--- config.mk ---
export PLATFORM = sky130hd
export DESIGN_NAME = lenet_input_streamer
export DESIGN_NICKNAME = d
export VERILOG_FILES = /design/src/rtl/lenet_input_streamer.sv
export SDC_FILE = /design/constraint.sdc
export NUM_CORES = 1
export LEC_CHECK = 0
export ABC_AREA = 1
export CAP_MARGIN = 20
export CORE_UTILIZATION = 50
export DETAILED_ROUTE_END_ITERATION = 6
export PLACE_DENSITY = 0.83
export SLEW_MARGIN = 30
export SYNTH_ARGS = -nofsm -noshare
export SYNTH_HDL_FRONTEND = slang
export SYNTH_SLANG_ARGS = --single-unit
--- constraint.sdc ---
create_clock -name clk24 -period 4.6 [get_ports clk24]
set_clock_uncertainty 0.1 [all_clocks]
set_input_delay 1.15 -clock clk24 [delete_from_list [all_inputs] [get_ports clk24]]
set_output_delay 1.15 -clock clk24 [all_outputs]
set_load 0.01 [all_outputs]
--- src/rtl/lenet_input_streamer.sv ---
// lenet_input_streamer: drains the 32x32 LeNet input buffer and streams it
// to the CNN as a row-major valid/ready raster, synthesising the pad ring.
// The beat whose BRAM read returns this cycle is exposed directly on px_*
// (bypass), so the first pixel appears two cycles after the start pulse.
// A 2-entry FIFO absorbs back-pressure from px_ready.
module lenet_input_streamer #(
  parameter int         CNN_INPUT_WIDTH  = 28,
  parameter int         CNN_INPUT_HEIGHT = 28,
  parameter int         CNN_INPUT_PAD    = 2,
  parameter logic [7:0] PAD_VALUE        = 8'h00,
  parameter bit         INVERT           = 1'b0
) (
  input  logic       clk24,
  input  logic       rst,
  input  logic       lenet_data_ready,
  output logic       rd_en,
  output logic [9:0] rd_addr,
  input  logic [7:0] rd_data,
  output logic [7:0] px_data,
  output logic       px_valid,
  input  logic       px_ready,
  output logic       px_last,
  output logic       lenet_doing_signal,
  output logic       busy,
  output logic [7:0] drop_cnt
);

  localparam int REAL_W = 2*CNN_INPUT_PAD + CNN_INPUT_WIDTH;
  localparam int REAL_H = 2*CNN_INPUT_PAD + CNN_INPUT_HEIGHT;

  localparam logic [5:0] COL_LO  = 6'(CNN_INPUT_PAD);
  localparam logic [5:0] COL_HI  = 6'(CNN_INPUT_PAD + CNN_INPUT_WIDTH);
  localparam logic [5:0] ROW_LO  = 6'(CNN_INPUT_PAD);
  localparam logic [5:0] ROW_HI  = 6'(CNN_INPUT_PAD + CNN_INPUT_HEIGHT);
  localparam logic [5:0] COL_MAX = 6'(REAL_W - 1);
  localparam logic [5:0] ROW_MAX = 6'(REAL_H - 1);

  localparam logic [1:0] S_IDLE   = 2'd0;
  localparam logic [1:0] S_STREAM = 2'd1;
  localparam logic [1:0] S_DRAIN  = 2'd2;

  logic [1:0] state, state_nx;

  // fetch position
  logic [5:0] row, col;
  logic [9:0] addr;
  logic       pos_pad, pos_last;

  // beat whose data arrives this cycle (BRAM read or pad)
  logic       infl, infl_pad, infl_last;
  logic [7:0] infl_data;

  // 2-entry output FIFO
  logic [1:0][7:0] fifo_data;
  logic [1:0]      fifo_last;
  logic            wp, rp;
  logic [1:0]      occ;

  logic       pop, push, fifo_pop, fetch;
  logic [2:0] pending;

  // position classification and read port
  always_comb begin
    pos_pad  = (row < ROW_LO) || (row >= ROW_HI) || (col < COL_LO) || (col >= COL_HI);
    pos_last = (row == ROW_MAX) && (col == COL_MAX);
    rd_addr  = addr;
    rd_en    = fetch && !pos_pad;
  end

  // returning beat value; pad beats never look at rd_data
  always_comb begin
    infl_data = rd_data;
    if (infl_pad)    infl_data = PAD_VALUE;
    else if (INVERT) infl_data = 8'hFF - rd_data;
  end

  // stream outputs: FIFO head when occupied, otherwise the bypassed beat
  always_comb begin
    px_valid = (occ != 2'd0) || infl;
    px_data  = 8'h00;
    px_last  = 1'b0;
    if (occ != 2'd0) begin
      px_data = fifo_data[rp];
      px_last = fifo_last[rp];
    end else if (infl) begin
      px_data = infl_data;
      px_last = infl_last;
    end
  end

  // flow control: one fetch per cycle while the pending count after this
  // cycle's pop stays below the FIFO depth
  always_comb begin
    pop      = px_valid && px_ready;
    pending  = {1'b0, occ} + {2'b00, infl};
    fetch    = (state == S_STREAM) && !rst && ((pending - {2'b00, pop}) < 3'd2);
    push     = infl && !(pop && (occ == 2'd0));
    fifo_pop = pop && (occ != 2'd0);
  end

  // next-state logic
  always_comb begin
    state_nx = state;
    case (state)
      S_IDLE:   if (lenet_data_ready) state_nx = S_STREAM;
      S_STREAM: if (fetch && pos_last) state_nx = S_DRAIN;
      S_DRAIN:  if (pop && px_last) state_nx = S_IDLE;
      default:  state_nx = S_IDLE;
    endcase
  end

  assign busy = (state != S_IDLE);

  // control state, handshake to the core and drop counter
  always_ff @(posedge clk24) begin
    if (rst) begin
      state              <= S_IDLE;
      lenet_doing_signal <= 1'b1;
      drop_cnt           <= 8'd0;
    end else begin
      state              <= state_nx;
      lenet_doing_signal <= (state_nx == S_IDLE);
      if (lenet_data_ready && (state != S_IDLE) && (drop_cnt != 8'hFF))
        drop_cnt <= drop_cnt + 8'd1;
    end
  end

  // fetch position counters, row-major; they wrap to 0 after the last pixel
  always_ff @(posedge clk24) begin
    if (rst) begin
      row  <= 6'd0;
      col  <= 6'd0;
      addr <= 10'd0;
    end else if (fetch) begin
      if (pos_last) begin
        row  <= 6'd0;
        col  <= 6'd0;
        addr <= 10'd0;
      end else begin
        addr <= addr + 10'd1;
        if (col == COL_MAX) begin
          col <= 6'd0;
          row <= row + 6'd1;
        end else begin
          col <= col + 6'd1;
        end
      end
    end
  end

  // in-flight beat tag, valid for the cycle the read data returns
  always_ff @(posedge clk24) begin
    if (rst) begin
      infl      <= 1'b0;
      infl_pad  <= 1'b0;
      infl_last <= 1'b0;
    end else begin
      infl      <= fetch;
      infl_pad  <= fetch && pos_pad;
      infl_last <= fetch && pos_last;
    end
  end

  // output FIFO: captures the returning beat when it is not consumed directly
  always_ff @(posedge clk24) begin
    if (rst) begin
      fifo_data <= '0;
      fifo_last <= '0;
      wp        <= 1'b0;
      rp        <= 1'b0;
      occ       <= 2'd0;
    end else begin
      if (push) begin
        fifo_data[wp] <= infl_data;
        fifo_last[wp] <= infl_last;
        wp            <= ~wp;
      end
      if (fifo_pop) rp <= ~rp;
      occ <= occ + {1'b0, push} - {1'b0, fifo_pop};
    end
  end

endmodule

==> reports/metrics.cfg, run 1 <==
[outcome]
status=finished clean

[worst_setup_path]
crit_path_max_incr_delay_ns=0.48
cp.arrival_ns=3.14
critical_path_class=in2out
critPathLaunchType=primary input
critPathBufInv=4
required_ns=3.35
cp-end-kind=output pin
path_cells=dlygate4sd2_1, inv_2, a21oi_2, ha_1, or2_2, fa_1, inv_1, nor2_2, nand3_2, nor3_2, buf_2
cp_max_fo=2
critPathTopFamily=adder cells
cp_slowest_cell=fa_1

[layout]
ff_latch_area_sq_um=1160
drive_above_1_share_pct=7.47
layout.nets=511
fillers=484
multiInputGateArea_sq_um=1570
syn_to_final_growth_pct=23.6
n_antenna_cell=0

[sta]
setup_viol_count_final=0
drv_slew=0
timing.slew.headroom_pct=53.4
finalCriticalPeriod_ns=4.39
fmax_mhz=228
rsz0062_at_grt=false
hold_violations=0
worst_slew_pin_slew_ns=0.699
fin_ws_ns=0.209
final.period_utilization_pct=95.5

[pwr]
intPower_uw=999
power.density_nw_per_um2=395
max-vdd-ir-drop_mv=0.201
clock_power_share_pct=33.7
static-leakage-power_nw=1.56
power_switching_uw=462
seq_power_share_pct=39.3
finalPower_mw=1.46
swShare_pct=31.6
combPwrFrac_pct=27.0

[logic_synthesis]
synthMuxAreaShare_pct=0
synth.distinct_cells=31
synth_simple_gate_area_share_pct=31.0
synth-seq-cells=58
synthCells=442
synth_top_family_by_area=simple AND/OR/NAND/NOR gates
synth-adder-area-share_pct=3.60
netlist_area_sq_um=2990
yosys.area_share.xor_xnor_pct=2.93
synth_compound_area_share_pct=14.5
syn_avg_cell_area_sq_um=6.77
synth_nets=462
yosys_warnings=0
ys_seq_area_share_pct=38.8

[global_routing]
antenna_found_initial=0
grt_util_all_layers_pct=22.5
grt_pass1_wl_um=11100
grt_max_degree=30
overflow=0
grt_pass1_vias=2590

[clocking]
root_buffer=clkbuf_8
cts_resized=9
clk_path_buf_depth=2
cts_tree=yes
cts_buffers=9
htreeDepth=3
cts_sinks=58
clk_latency_ns=0.34
cts_hold_buf=0
cts_setup_buffers=0
cts.clk_slew.worst_paths_ns=0.06

[place]
io_buffers=42
dp.final_hpwl_um=4580
dpl_worst_slack_ns=-0.669
gp_congestion=0.832

[run]
max_cap_violations=0

[route]
vias_per_cell=5.22
routedWlPerCell_um=11.6
dr_total_vias=2957
drt_iter0_drc=148
ant_nets=0
wl_um=6590
drc_errors=0
dr.pass1.iters=5

[die]
die_w_um=79.3
core_sq_um=5640
start_util_pct=53.0
die_h_um=79.3
die_area_sq_um=6290
pin_count=43
num_rows=27

[min_path]
hold_path.class=reg2reg

==> cell usage in the layout, fill, tap and decap left out, types with 8 or more instances in the layout <==
cell / Yosys / routed
nand2_1: 113 / 113
dfxtp_1: 58 / 58
nor2_1: 52 / 51
inv_1: 51 / 50
a21oi_1: 42 / 41
clkdlybuf4s50_1: 0 / 40
nand3_1: 31 / 31
o21ai_0: 28 / 28
clkbuf_8: 0 / 9
o22ai_1: 8 / 8
==> routing by layer <==
| metal | GRT usage (%) | wire length [um] | up-vias |
|---|---|---|---|
| li1 | - | - | 1520 |
| met1 | 28.1 | 3060 | 1340 |
| met4 | 11.6 | 133 | 0 |
| met5 | 0 | 0 | - |
| met2 | 37.0 | 3070 | 87 |
| met3 | 3.79 | 323 | 10 |
==> worst min-delay path, delay by kind of cell (launching register included) <==
family,cells,cell delay [ns]
flops,1,0.31
simple gates,1,0.06
compound gates,1,0.05
==> logic make-up after synthesis <==
| kind of cell | Yosys count |
|---|---|
| adder cells (fa/ha/maj) | 8 |
| AND/OR/NAND/NOR | 218 |
| XOR/XNOR | 10 |
| AO/OA/AOI/OAI | 81 |
| buffers and inverters | 67 |
| flip-flops | 58 |
==> stage by stage <==
stage | hold WS, ns | instance area [sq um] | instances | TNS [ns] | utilization [%]
floorplan | 0.337 | 2990 | 442 | 0 | -
global placement | 0.344 | 3490 | 552 | -0.661 | 61.9
detailed placement | 0.348 | 3490 | 552 | -0.669 | 61.9
CTS | 0.359 | 3700 | 567 | 0 | 65.5
global route | 0.375 | 3700 | 567 | 0 | 65.5
finish | 0.360 | 3700 | 567 | 0 | 65.5
==> power groups by stage <==
stage	sequential [mW]	clock (mW)	combinational (mW)
2_1_floorplan	0.574	0	0.257
3_3_place_gp	0.582	0	0.375
3_5_place_dp	0.584	0	0.386
4_1_cts	0.573	0.501	0.392
5_1_grt	0.578	0.527	0.439
6_report	0.574	0.493	0.394
==> final timing paths <==
check / start / to / slack (ns) / depth (start not counted)
hold reg to reg: fifo_data[6] / fifo_data[6] / 0.36 / 2
hold / removal: fifo_data[6] / fifo_data[6] / 0.36 / 2
setup / recovery: px_ready / rd_en / 0.21 / 11
setup reg to reg: occ[1] / lenet_doing_signal / 1.64 / 14
==> cell type report <==
cell class | count | share of cell area (%)
well taps | 72 | 2.44
repair buffers | 49 | 12.6
clock buffers | 12 | 3.66
flip-flops and latches | 58 | 31.4
inverters | 56 | 5.69
clock inverters | 3 | 1.76
multi-input cells | 317 | 42.4
==> state kept, by name, summed over array words and instances, names as in the netlist, 2 cells and up <==
name       count
col            6
drop_cnt       8
fifo_data     16
fifo_last      2
occ            2
rd_addr       10
row            6
state          2
==> cells in the mapped netlist <==
| master | count | area share (%) |
|---|---|---|
| ha_1 | 7 | 2.9 |
| a21oi_4 | 1 | 0.54 |
| o21ai_2 | 2 | 0.59 |
| clkinv_1 | 2 | 0.25 |
| nor2_4 | 2 | 0.75 |
| dfxtp_1 | 58 | 39 |
| o22ai_1 | 8 | 1.7 |
| nand2_1 | 113 | 14 |
| buf_1 | 1 | 0.13 |
| clkbuf_1 | 5 | 0.63 |
| buf_2 | 2 | 0.33 |
| fa_1 | 1 | 0.67 |
| nand3_2 | 1 | 0.33 |
| inv_2 | 3 | 0.38 |
| nand4_1 | 4 | 0.84 |
| buf_4 | 1 | 0.25 |
| a21oi_1 | 42 | 7.0 |
| nor2_2 | 2 | 0.42 |
| o21ai_0 | 28 | 4.7 |
| nand2_4 | 1 | 0.38 |
| and3_1 | 1 | 0.21 |
| xnor2_1 | 3 | 0.88 |
| xor2_1 | 7 | 2.1 |
| nand2b_1 | 1 | 0.21 |
| inv_1 | 51 | 6.4 |
| nor2_1 | 52 | 6.5 |
| buf_6 | 2 | 0.75 |
| nand3_1 | 31 | 5.2 |
| nand3b_1 | 3 | 0.75 |
| nor3_1 | 6 | 1.0 |
| or2_2 | 1 | 0.21 |
(Power assumes the default switching activity.)
==> run 2: changes to the inputs <==
Settings changed: SLEW_MARGIN 30 to unset.
==> results of run 2 <==
Same layout as run 1: the final DEF is identical, and so are final timing and power.
